<file path="src/rtl/ipa_gcm_ctrl_if.sv">
// ipa_gcm_ctrl_if: config slave, GCM bank read and CGRA context-write buses of ipa_gcm_ctrl.
interface ipa_gcm_ctrl_if #(
    parameter int NB_GCM_BANKS   = 2,
    parameter int ADDR_MEM_WIDTH = 12,
    parameter int CFG_ADDR_WIDTH = 23
);
    logic                                   cfg_req_i;
    logic [2:0]                             cfg_add_i;
    logic                                   cfg_wen_i;
    logic [31:0]                            cfg_wdata_i;
    logic                                   cfg_gnt_o;
    logic                                   cfg_r_valid_o;
    logic [31:0]                            cfg_r_rdata_o;
    logic [NB_GCM_BANKS-1:0]                gcm_req_o;
    logic [NB_GCM_BANKS*ADDR_MEM_WIDTH-1:0] gcm_add_o;
    logic [NB_GCM_BANKS*32-1:0]             gcm_rdata_i;
    logic                                   cgra_we_o;
    logic [CFG_ADDR_WIDTH-1:0]              cgra_addr_o;
    logic [NB_GCM_BANKS*32-1:0]             cgra_data_o;

    modport slave (
        input  cfg_req_i, cfg_add_i, cfg_wen_i, cfg_wdata_i, gcm_rdata_i,
        output cfg_gnt_o, cfg_r_valid_o, cfg_r_rdata_o, gcm_req_o, gcm_add_o,
               cgra_we_o, cgra_addr_o, cgra_data_o
    );
    modport master (
        output cfg_req_i, cfg_add_i, cfg_wen_i, cfg_wdata_i, gcm_rdata_i,
        input  cfg_gnt_o, cfg_r_valid_o, cfg_r_rdata_o, gcm_req_o, gcm_add_o,
               cgra_we_o, cgra_addr_o, cgra_data_o
    );
endinterface

</file>
<file path="src/rtl/ipa_gcm_ctrl.sv">
// ipa_gcm_ctrl: copies a context from the GCM banks into CGRA config memory, runs the CGRA
// until the selected PEs report end of execution, and raises an interrupt.
module ipa_gcm_ctrl #(
    parameter int NB_GCM_BANKS   = 2,
    parameter int NB_PE          = 16,
    parameter int ADDR_MEM_WIDTH = 12,
    parameter int CFG_ADDR_WIDTH = 23
) (
    input  logic             clk,
    input  logic             rst_n,
    ipa_gcm_ctrl_if.slave    bus,
    output logic             dma_hold_o,
    output logic             cgra_exec_en_o,
    input  logic [NB_PE-1:0] end_exec_i,
    output logic             busy_o,
    output logic             irq_o
);
    localparam int AW = ADDR_MEM_WIDTH;
    localparam int CW = CFG_ADDR_WIDTH;

    typedef enum logic [2:0] {IDLE, FETCH, DRAIN, EXEC, DONE} state_t;

    state_t           state;
    logic [AW-1:0]    ctx_base, gcm_add;
    logic [15:0]      ctx_len, beat, beat_nx;
    logic [CW-1:0]    dst_base, cgra_addr;
    logic             mode, done, err, gcm_req, cgra_we, r_valid;
    logic [31:0]      r_rdata, rd_val;
    logic [NB_PE-1:0] pe_mask, mask_nx;
    logic             wr, rd, start, abort, st_rd, hit;

    always_comb begin
        wr      = bus.cfg_req_i && !bus.cfg_wen_i;
        rd      = bus.cfg_req_i && bus.cfg_wen_i;
        start   = wr && bus.cfg_add_i == 3'd0 && bus.cfg_wdata_i == 32'd1;
        abort   = wr && bus.cfg_add_i == 3'd0 && bus.cfg_wdata_i == 32'd2;
        st_rd   = rd && bus.cfg_add_i == 3'd1;
        mask_nx = pe_mask | end_exec_i;
        hit     = mode ? &mask_nx : |mask_nx;
        beat_nx = beat + 16'd1;
        rd_val  = bus.cfg_add_i == 3'd1 ? {29'd0, err, done, busy_o} :
                  bus.cfg_add_i == 3'd2 ? 32'(ctx_base) :
                  bus.cfg_add_i == 3'd3 ? 32'(ctx_len) :
                  bus.cfg_add_i == 3'd4 ? 32'(dst_base) :
                  bus.cfg_add_i == 3'd5 ? 32'(mode) : 32'd0;
    end

    assign bus.cfg_gnt_o     = bus.cfg_req_i;
    assign bus.cfg_r_valid_o = r_valid;
    assign bus.cfg_r_rdata_o = r_rdata;
    assign bus.gcm_req_o     = {NB_GCM_BANKS{gcm_req}};
    assign bus.gcm_add_o     = {NB_GCM_BANKS{gcm_add}};
    assign bus.cgra_we_o     = cgra_we;
    assign bus.cgra_addr_o   = cgra_addr;

    // Read data arrives one cycle after the request, i.e. exactly in the cgra_we cycle.
    for (genvar g = 0; g < NB_GCM_BANKS; g++) begin : g_swap
        assign bus.cgra_data_o[(NB_GCM_BANKS-1-g)*32 +: 32] = cgra_we ? bus.gcm_rdata_i[g*32 +: 32] : 32'd0;
    end

    always_ff @(posedge clk) begin
        if (!rst_n) begin
            state          <= IDLE;
            ctx_base       <= '0;
            ctx_len        <= '0;
            dst_base       <= '0;
            mode           <= 1'b0;
            done           <= 1'b0;
            err            <= 1'b0;
            beat           <= '0;
            pe_mask        <= '0;
            gcm_req        <= 1'b0;
            gcm_add        <= '0;
            cgra_we        <= 1'b0;
            cgra_addr      <= '0;
            r_valid        <= 1'b0;
            r_rdata        <= '0;
            dma_hold_o     <= 1'b0;
            cgra_exec_en_o <= 1'b0;
            busy_o         <= 1'b0;
            irq_o          <= 1'b0;
        end else begin
            r_valid <= bus.cfg_req_i;
            r_rdata <= rd ? rd_val : 32'd0;
            if (wr && !busy_o && bus.cfg_add_i == 3'd2) ctx_base <= bus.cfg_wdata_i[AW-1:0];
            if (wr && !busy_o && bus.cfg_add_i == 3'd3) ctx_len <= bus.cfg_wdata_i[15:0];
            if (wr && bus.cfg_add_i == 3'd4) dst_base <= bus.cfg_wdata_i[CW-1:0];
            if (wr && !busy_o && bus.cfg_add_i == 3'd5) mode <= bus.cfg_wdata_i[0];
            // Clear-on-read sits before the FSM so any set in the same cycle wins.
            if (st_rd) begin
                done <= 1'b0;
                err  <= 1'b0;
            end
            gcm_req   <= 1'b0;
            gcm_add   <= '0;
            cgra_we   <= 1'b0;
            cgra_addr <= '0;
            irq_o     <= 1'b0;
            if (abort && state != IDLE) begin
                state          <= IDLE;
                dma_hold_o     <= 1'b0;
                cgra_exec_en_o <= 1'b0;
                busy_o         <= 1'b0;
            end else begin
                case (state)
                    IDLE: if (start && ctx_len != 16'd0) begin
                        state      <= FETCH;
                        beat       <= '0;
                        gcm_req    <= 1'b1;
                        gcm_add    <= ctx_base;
                        dma_hold_o <= 1'b1;
                        busy_o     <= 1'b1;
                        done       <= 1'b0;
                        err        <= 1'b0;
                        pe_mask    <= '0;
                    end
                    FETCH: begin
                        cgra_we   <= 1'b1;
                        cgra_addr <= dst_base + CW'(beat);
                        if (beat == ctx_len - 16'd1) state <= DRAIN;
                        else begin
                            beat    <= beat_nx;
                            gcm_req <= 1'b1;
                            gcm_add <= ctx_base + AW'(beat_nx);
                        end
                    end
                    DRAIN: begin
                        state          <= EXEC;
                        dma_hold_o     <= 1'b0;
                        cgra_exec_en_o <= 1'b1;
                    end
                    EXEC: begin
                        pe_mask <= mask_nx;
                        if (hit) begin
                            state          <= DONE;
                            cgra_exec_en_o <= 1'b0;
                            done           <= 1'b1;
                            irq_o          <= 1'b1;
                        end
                    end
                    default: begin
                        state  <= IDLE;
                        busy_o <= 1'b0;
                    end
                endcase
                if (start && (state != IDLE || ctx_len == 16'd0)) begin
                    err   <= 1'b1;
                    irq_o <= 1'b1;
                end
            end
        end
    end
endmodule
</file>
<file path="src/flat_wrapper.sv">
// flat-port wrapper written by rule: the top's interface ports become plain ports
module ipa_gcm_ctrl_flat 
#(
    parameter int NB_GCM_BANKS   = 2,
    parameter int NB_PE          = 16,
    parameter int ADDR_MEM_WIDTH = 12,
    parameter int CFG_ADDR_WIDTH = 23
)
  (clk, rst_n, dma_hold_o, cgra_exec_en_o, end_exec_i, busy_o, irq_o, bus_cfg_req_i, bus_cfg_add_i, bus_cfg_wen_i, bus_cfg_wdata_i, bus_gcm_rdata_i, bus_cfg_gnt_o, bus_cfg_r_valid_o, bus_cfg_r_rdata_o, bus_gcm_req_o, bus_gcm_add_o, bus_cgra_we_o, bus_cgra_addr_o, bus_cgra_data_o);
  ipa_gcm_ctrl_if #(.NB_GCM_BANKS(NB_GCM_BANKS), .ADDR_MEM_WIDTH(ADDR_MEM_WIDTH), .CFG_ADDR_WIDTH(CFG_ADDR_WIDTH)) bus_i ();
  input  logic clk;
  input  logic rst_n;
  output logic dma_hold_o;
  output logic cgra_exec_en_o;
  input  logic [NB_PE-1:0] end_exec_i;
  output logic busy_o;
  output logic irq_o;
  input wire logic [$bits(bus_i.cfg_req_i)-1:0] bus_cfg_req_i;
  input wire logic [$bits(bus_i.cfg_add_i)-1:0] bus_cfg_add_i;
  input wire logic [$bits(bus_i.cfg_wen_i)-1:0] bus_cfg_wen_i;
  input wire logic [$bits(bus_i.cfg_wdata_i)-1:0] bus_cfg_wdata_i;
  input wire logic [$bits(bus_i.gcm_rdata_i)-1:0] bus_gcm_rdata_i;
  output wire logic [$bits(bus_i.cfg_gnt_o)-1:0] bus_cfg_gnt_o;
  output wire logic [$bits(bus_i.cfg_r_valid_o)-1:0] bus_cfg_r_valid_o;
  output wire logic [$bits(bus_i.cfg_r_rdata_o)-1:0] bus_cfg_r_rdata_o;
  output wire logic [$bits(bus_i.gcm_req_o)-1:0] bus_gcm_req_o;
  output wire logic [$bits(bus_i.gcm_add_o)-1:0] bus_gcm_add_o;
  output wire logic [$bits(bus_i.cgra_we_o)-1:0] bus_cgra_we_o;
  output wire logic [$bits(bus_i.cgra_addr_o)-1:0] bus_cgra_addr_o;
  output wire logic [$bits(bus_i.cgra_data_o)-1:0] bus_cgra_data_o;
  assign bus_i.cfg_req_i = bus_cfg_req_i;
  assign bus_i.cfg_add_i = bus_cfg_add_i;
  assign bus_i.cfg_wen_i = bus_cfg_wen_i;
  assign bus_i.cfg_wdata_i = bus_cfg_wdata_i;
  assign bus_i.gcm_rdata_i = bus_gcm_rdata_i;
  assign bus_cfg_gnt_o = bus_i.cfg_gnt_o;
  assign bus_cfg_r_valid_o = bus_i.cfg_r_valid_o;
  assign bus_cfg_r_rdata_o = bus_i.cfg_r_rdata_o;
  assign bus_gcm_req_o = bus_i.gcm_req_o;
  assign bus_gcm_add_o = bus_i.gcm_add_o;
  assign bus_cgra_we_o = bus_i.cgra_we_o;
  assign bus_cgra_addr_o = bus_i.cgra_addr_o;
  assign bus_cgra_data_o = bus_i.cgra_data_o;
  ipa_gcm_ctrl #(.NB_GCM_BANKS(NB_GCM_BANKS), .NB_PE(NB_PE), .ADDR_MEM_WIDTH(ADDR_MEM_WIDTH), .CFG_ADDR_WIDTH(CFG_ADDR_WIDTH)) u_core (.clk(clk), .rst_n(rst_n), .bus(bus_i), .dma_hold_o(dma_hold_o), .cgra_exec_en_o(cgra_exec_en_o), .end_exec_i(end_exec_i), .busy_o(busy_o), .irq_o(irq_o));
endmodule
</file>
<file path="config.mk">
export PLATFORM = sky130hd
export DESIGN_NAME = ipa_gcm_ctrl_flat
export DESIGN_NICKNAME = d
export VERILOG_FILES = /design/src/rtl/ipa_gcm_ctrl_if.sv /design/src/rtl/ipa_gcm_ctrl.sv /design/src/flat_wrapper.sv
export SDC_FILE = /design/constraint.sdc
export NUM_CORES = 1
export LEC_CHECK = 0
export ABC_AREA = 1
export CAP_MARGIN = 25
export CORE_AREA = 10 10 158 131
export DETAILED_ROUTE_END_ITERATION = 10
export DIE_AREA = 0 0 168 141
export HOLD_SLACK_MARGIN = 0.03
export PLACE_DENSITY = 0.85
export SLEW_MARGIN = 0
export SYNTH_ARGS = -nofsm -noshare
export SYNTH_HDL_FRONTEND = slang
export SYNTH_SLANG_ARGS = --single-unit
</file>
<file path="constraint.sdc">
create_clock -name clk -period 5.3 [get_ports clk]
set_input_delay 1.06 -clock clk [delete_from_list [all_inputs] [get_ports clk]]
set_output_delay 1.06 -clock clk [all_outputs]
set_load 0.005 [all_outputs]
</file>
* Word level (Yosys, flattened, before mapping) *
Cells that the tools add are included.

word-level totals
  input bits = 119
  register bits after elaboration = 163
  word-level logic and storage cells = 131
  output and inout bits = 152

cells by class
  add/sub/neg operators = 4
  equal/unequal tests = 15
  muxes and demuxes = 41
  bitwise logic cells = 6
  reductions and logical operators = 42

operator list
  cell                                                  number
  2-to-1 mux 32 bit                                     2
  one-hot mux 16 bit (2 select lines)                   2
  2-to-1 mux 16 bit                                     3
  2-to-1 mux 12 bit                                     3
  equality test 32 x 1 -> 1 bit, second input constant  1
  equality test 32 x 2 -> 1 bit, second input constant  1
  one-hot mux 12 bit (2 select lines)                   1
  adder 23 x 16 -> 23 bit                               1
  2-to-1 mux 23 bit                                     1
  2-to-1 mux 1 bit                                      19
  adder 16 x 1 -> 16 bit, second input constant         1
  equality test 16 bit                                  1
  zero test 16 bit                                      1
  OR 16 bit                                             1
  AND reduction 16 bit                                  1
  nonzero test 16 bit                                   1
  OR reduction 16 bit                                   1
  subtractor 16 x 1 -> 16 bit, second input constant    1
  logical AND 1 bit                                     14
  adder 12 bit                                          1
  equality test 3 x 2 -> 1 bit, second input constant   4
  2-to-1 mux 3 bit                                      4
  one-hot mux 3 bit (4 select lines)                    1
  one-hot mux 1 bit (2 select lines)                    5
  other kinds (18)                                      37

* Depth between registers and ports, before layout *
  depth after elaboration = 9
  gate-level depth with buffers = 17
  mapped depth without buffers = 16

* Worst setup path before layout *
OpenSTA, ideal clock, no wires.

  kind = input port to flip-flop
  start = in bus_cfg_wdata_i[31]
  end = reg u_core.pe_mask[6]
  data required time = 5228 ps
  path slack = 2694 ps
  stages = 12
  library setup time = 72 ps
  path buffers = 1
  data arrival time = 2534 ps
  cells stage by stage = nor2_1 > nand2_1 > nor2_1 > nand2_1 > nor2_1 > inv_1 > nor2_1 > a21oi_1 > nand2_1 > clkbuf_1 > nand2_1 > a21oi_1

on the way
  word-level cells in the longest chain between the ends = 5
  elaborated cells between the ends (all ways) = 9
  classes of those cells = eq/ne (3); bitwise (1); reduce/logical (5)

RTL lines
  element                                                                                line                                     text
  from (decl)                                                                            flat_wrapper.sv:21                       input wire logic [$bits(bus_i.cfg_wdata_i)-1:0] bus_cfg_wdata_i;
  equality test 32 x 1 -> 1 bit / equality test 32 x 2 -> 1 bit (equally long branches)  ipa_gcm_ctrl.sv:35, ipa_gcm_ctrl.sv:36
  logical AND 1 bit (on tied branches)                                                   ipa_gcm_ctrl.sv:35, ipa_gcm_ctrl.sv:36
  logical AND 1 bit (on tied branches)                                                   ipa_gcm_ctrl.sv:106, ipa_gcm_ctrl.sv:99
  inequality test 2 x 1 -> 1 bit (no line) / NOT 1 bit (equally long branches)           --
  AND reduction 3 bit (no line) *                                                        --
  to (signal assigned)                                                                   ipa_gcm_ctrl.sv:133                      pe_mask <= mask_nx;
  to (decl)                                                                              ipa_gcm_ctrl.sv:29                       logic [NB_PE-1:0] pe_mask, mask_nx;

Mark *: on every way between the ends. The rest lies on a longest branch, timed or not.
A chain may end at the register's enable or synchronous reset.

* Final worst setup path *
  start = in bus_cfg_req_i
  end = reg u_core.beat[5]

on the way
  word-level cells in the longest chain between the ends = 6
  elaborated cells between the ends (all ways) = 9
  classes of those cells = eq/ne (1); bitwise (1); reduce/logical (7)

RTL lines
  element                                                                       line                                     text
  from (decl)                                                                   flat_wrapper.sv:18                       input wire logic [$bits(bus_i.cfg_req_i)-1:0] bus_cfg_req_i;
  logical AND 1 bit *                                                           ipa_gcm_ctrl.sv:33                       wr = bus.cfg_req_i && !bus.cfg_wen_i;
  logical AND 1 bit *                                                           ipa_gcm_ctrl.sv:35, ipa_gcm_ctrl.sv:36
  logical AND 1 bit (on tied branches)                                          ipa_gcm_ctrl.sv:35, ipa_gcm_ctrl.sv:36
  logical AND 1 bit (on tied branches)                                          ipa_gcm_ctrl.sv:106, ipa_gcm_ctrl.sv:99
  inequality test 2 x 1 -> 1 bit (no line) / NOT 1 bit (equally long branches)  --
  AND reduction 4 bit (no line) *                                               --
  to (signal assigned)                                                          ipa_gcm_ctrl.sv:122                      beat <= beat_nx;
  to (decl)                                                                     ipa_gcm_ctrl.sv:25                       logic [15:0] ctx_len, beat, beat_nx;

Marked as above.

==> flow_metrics.tcl <==
set metrics [dict create \
    syn_inst 1325 \
    seq_area_frac_synth_pct 35.1 \
    drive_above_1_share_pct 5.53 \
    relSlewSlack_pct 36.4 \
    syn_area_per_cell_sq_um 6.63 \
    overflow 0 \
    antenna_left 0 \
    routabilityCongestion 0.979 \
    root_buffer "clkbuf_16" \
    final_common_cell "nand2_1" \
    maxCapViolations 0 \
    finClkSkew_ns 0.00767 \
    multi_input_area_sq_um 4700 \
    min_period_ns 3.88 \
    synthDistinctLibCells 46 \
    grt_pass1_vias 8983 \
    worst_pin_slew_ns 0.952 \
    start_kind "input port" \
    clk_latency_ns 0.43 \
    numCtsBuffers 17 \
    area_growth_pct 37.4 \
    dp.final_hpwl_mm 25.7 \
    drt-total-wl_mm 32.8 \
    cts-resized-gates 0 \
    die-area_sq_um 23700 \
    yosys_register_bits 154 \
    rsz0062_at_grt "false" \
    slew_violations 0 \
    clk_path_buf_depth 2 \
    wl_per_cell_um 18.1 \
    synth_flop_cell "dfxtp_1" \
    clock.fmax_mhz 258 \
    viasPerCell 5.38 \
    power_leakage_nw 5.38 \
    clk_pin_slew_ns 0.06 \
    drt-pass1-iter-count 6 \
    grt_usage_pct 26.2 \
    num_io_pins 271 \
    yosys_warnings 0 \
    row_count 44 \
    htree_num_levels 4 \
    die_h_um 141 \
    finalInstanceArea_sq_um 12100 \
    fill_cells 1481 \
    grt_max_degree 66 \
    mostFrequentLayoutCells "286 x nand2_1, 261 x clkdlybuf4s50_1, 182 x nor2_1, 173 x inv_1, 153 x dfxtp_1" \
    ir_drop_v 0.000227 \
    num_vias 9719 \
    hp-class "reg2reg" \
    outcome "complete, no violations" \
    setup_tns_ns 0 \
    hold_viol 0 \
    holdBufCountCts 0 \
    cp-end-kind "flip-flop" \
    cts_tree "done" \
    crit_required_ns 5.60 \
    final_nets 1710 \
    synthArstFlopShare_pct 0 \
    p_per_area_nw_per_um2 221 \
    drtIter0Drc 1019 \
    seq_area_sq_um 3080 \
    antenna_found_initial 6 \
    grt_first_pass_wirelength_mm 49.6 \
    netlist_area_sq_um 8790 \
    coreArea_sq_um 17700 \
    drc 0 \
    setup_violations 0 \
    clock_sink_count 154 \
    port_buffers 261 \
    synth_edf_count 0 \
    crit_type "in2reg" \
    dpl_cell_area_sq_um 11400 \
    cts_setup_buffers 0 \
    finalCritPeriodShare_pct 73.2 \
    cp.arrival_ns 4.18 \
    start_util_pct 49.7 \
    cp_max_fo 12 \
    die_w_um 168 \
]
-- cell families (layout without fill, tap and decap cells) --
group | count (synthesis) | in the layout | share of synthesized area [%]
xor gates and xnor gates | 35 | 35 | 3.49
other | 1 | 15 | 0.0427
adders and majority gates | 31 | 31 | 4.58
and+or+nand+nor | 633 | 633 | 30.9
AOI/OAI and AO/OA | 226 | 226 | 14.0
buffers and inverters | 245 | 484 | 11.8
DFF | 154 | 154 | 35.1
-- per-stage QoR --
stage,cells,setup slack [ns],utilization (%),hold WS [ns],total power [W]
2_1_floorplan,1333,2.69,-,0.436,0.00131
3_3_place_gp,1770,1.28,64.8,0.447,0.00143
3_5_place_dp,1770,1.11,64.8,0.452,0.00144
4_1_cts,1801,1.52,68.1,0.462,0.00266
5_1_grt,1808,1.14,68.3,0.471,0.00274
6_report,1808,1.42,68.3,0.462,0.00266
-- worst max-delay path, stage by stage --
cell	delay [ns]
clkdlybuf4s50_1	0.52
inv_1	0.05
nor2_1	0.19
inv_1	0.12
nor3_1	0.23
inv_1	0.10
nor3_1	0.16
nand3_1	0.09
nand2_1	0.15
inv_2	0.08
nor2_1	0.60
nand2_1	0.31
nand2_1	0.42
nor2_1	0.10
-- synthesized netlist by cell type, drive strengths merged, types with 4 or more instances --
cell / n / area share [%]
nand3: 86 / 4.9
a21oi: 112 / 6.6
xnor2: 13 / 1.3
a31oi: 11 / 0.78
nor3: 14 / 0.80
nor2: 191 / 8.7
nand3b: 8 / 0.68
clkbuf: 29 / 1.2
or2: 14 / 1.0
buf: 36 / 2.9
dfxtp: 154 / 35
nand2: 297 / 13
ha: 29 / 4.1
nand4: 15 / 1.1
o21a: 4 / 0.34
inv: 176 / 7.5
xor2: 22 / 2.2
o21ai: 84 / 4.8
clkinv: 4 / 0.17
-- where the power goes --
part / leakage, nW / internal (W) / switching, W
clock network: 0.278 / 0.000750 / 0.000498
registers: 1.24 / 0.00117 / 0.0000120
logic: 3.85 / 0.000119 / 0.000119
-- sequential cells by signal, summed over array words and instances (netlist names), 3 cells and up --
| signal | flops |
|---|---|
| u_core.bus.cgra_addr_o | 23 |
| u_core.state | 3 |
| u_core.dst_base | 23 |
| u_core.ctx_base | 12 |
| u_core.ctx_len | 16 |
| u_core.beat | 16 |
| u_core.bus.cfg_r_rdata_o | 23 |
| u_core.pe_mask | 16 |
| u_core.gcm_add | 12 |
-- cell type report --
class	count	area share [%]
multi-input cells	934	38.9
diodes	6	0.124
repair buffers	273	22.5
well taps	230	2.38
inverters	180	5.60
clock buffers	20	3.70
clock inverters	11	1.22
flip-flops and latches	154	25.5
-- metal layers --
metal  wire [um]  track usage [%]
met3        2830             6.92
met2       15800             44.6
met4         938             10.2
met5           0                0
met1       13200             30.8
-- path summary, 6_finish.rpt --
kind,from,to,slack (ns),depth (start not counted)
setup / recovery,bus_cfg_req_i,u_core.beat[5],1.42,14
hold / removal,u_core.pe_mask[4],u_core.pe_mask[4],0.46,2
setup reg to reg,u_core.ctx_len[0],u_core.beat[5],2.10,12
hold reg to reg,u_core.pe_mask[4],u_core.pe_mask[4],0.46,2
(Power assumes the default switching activity.)
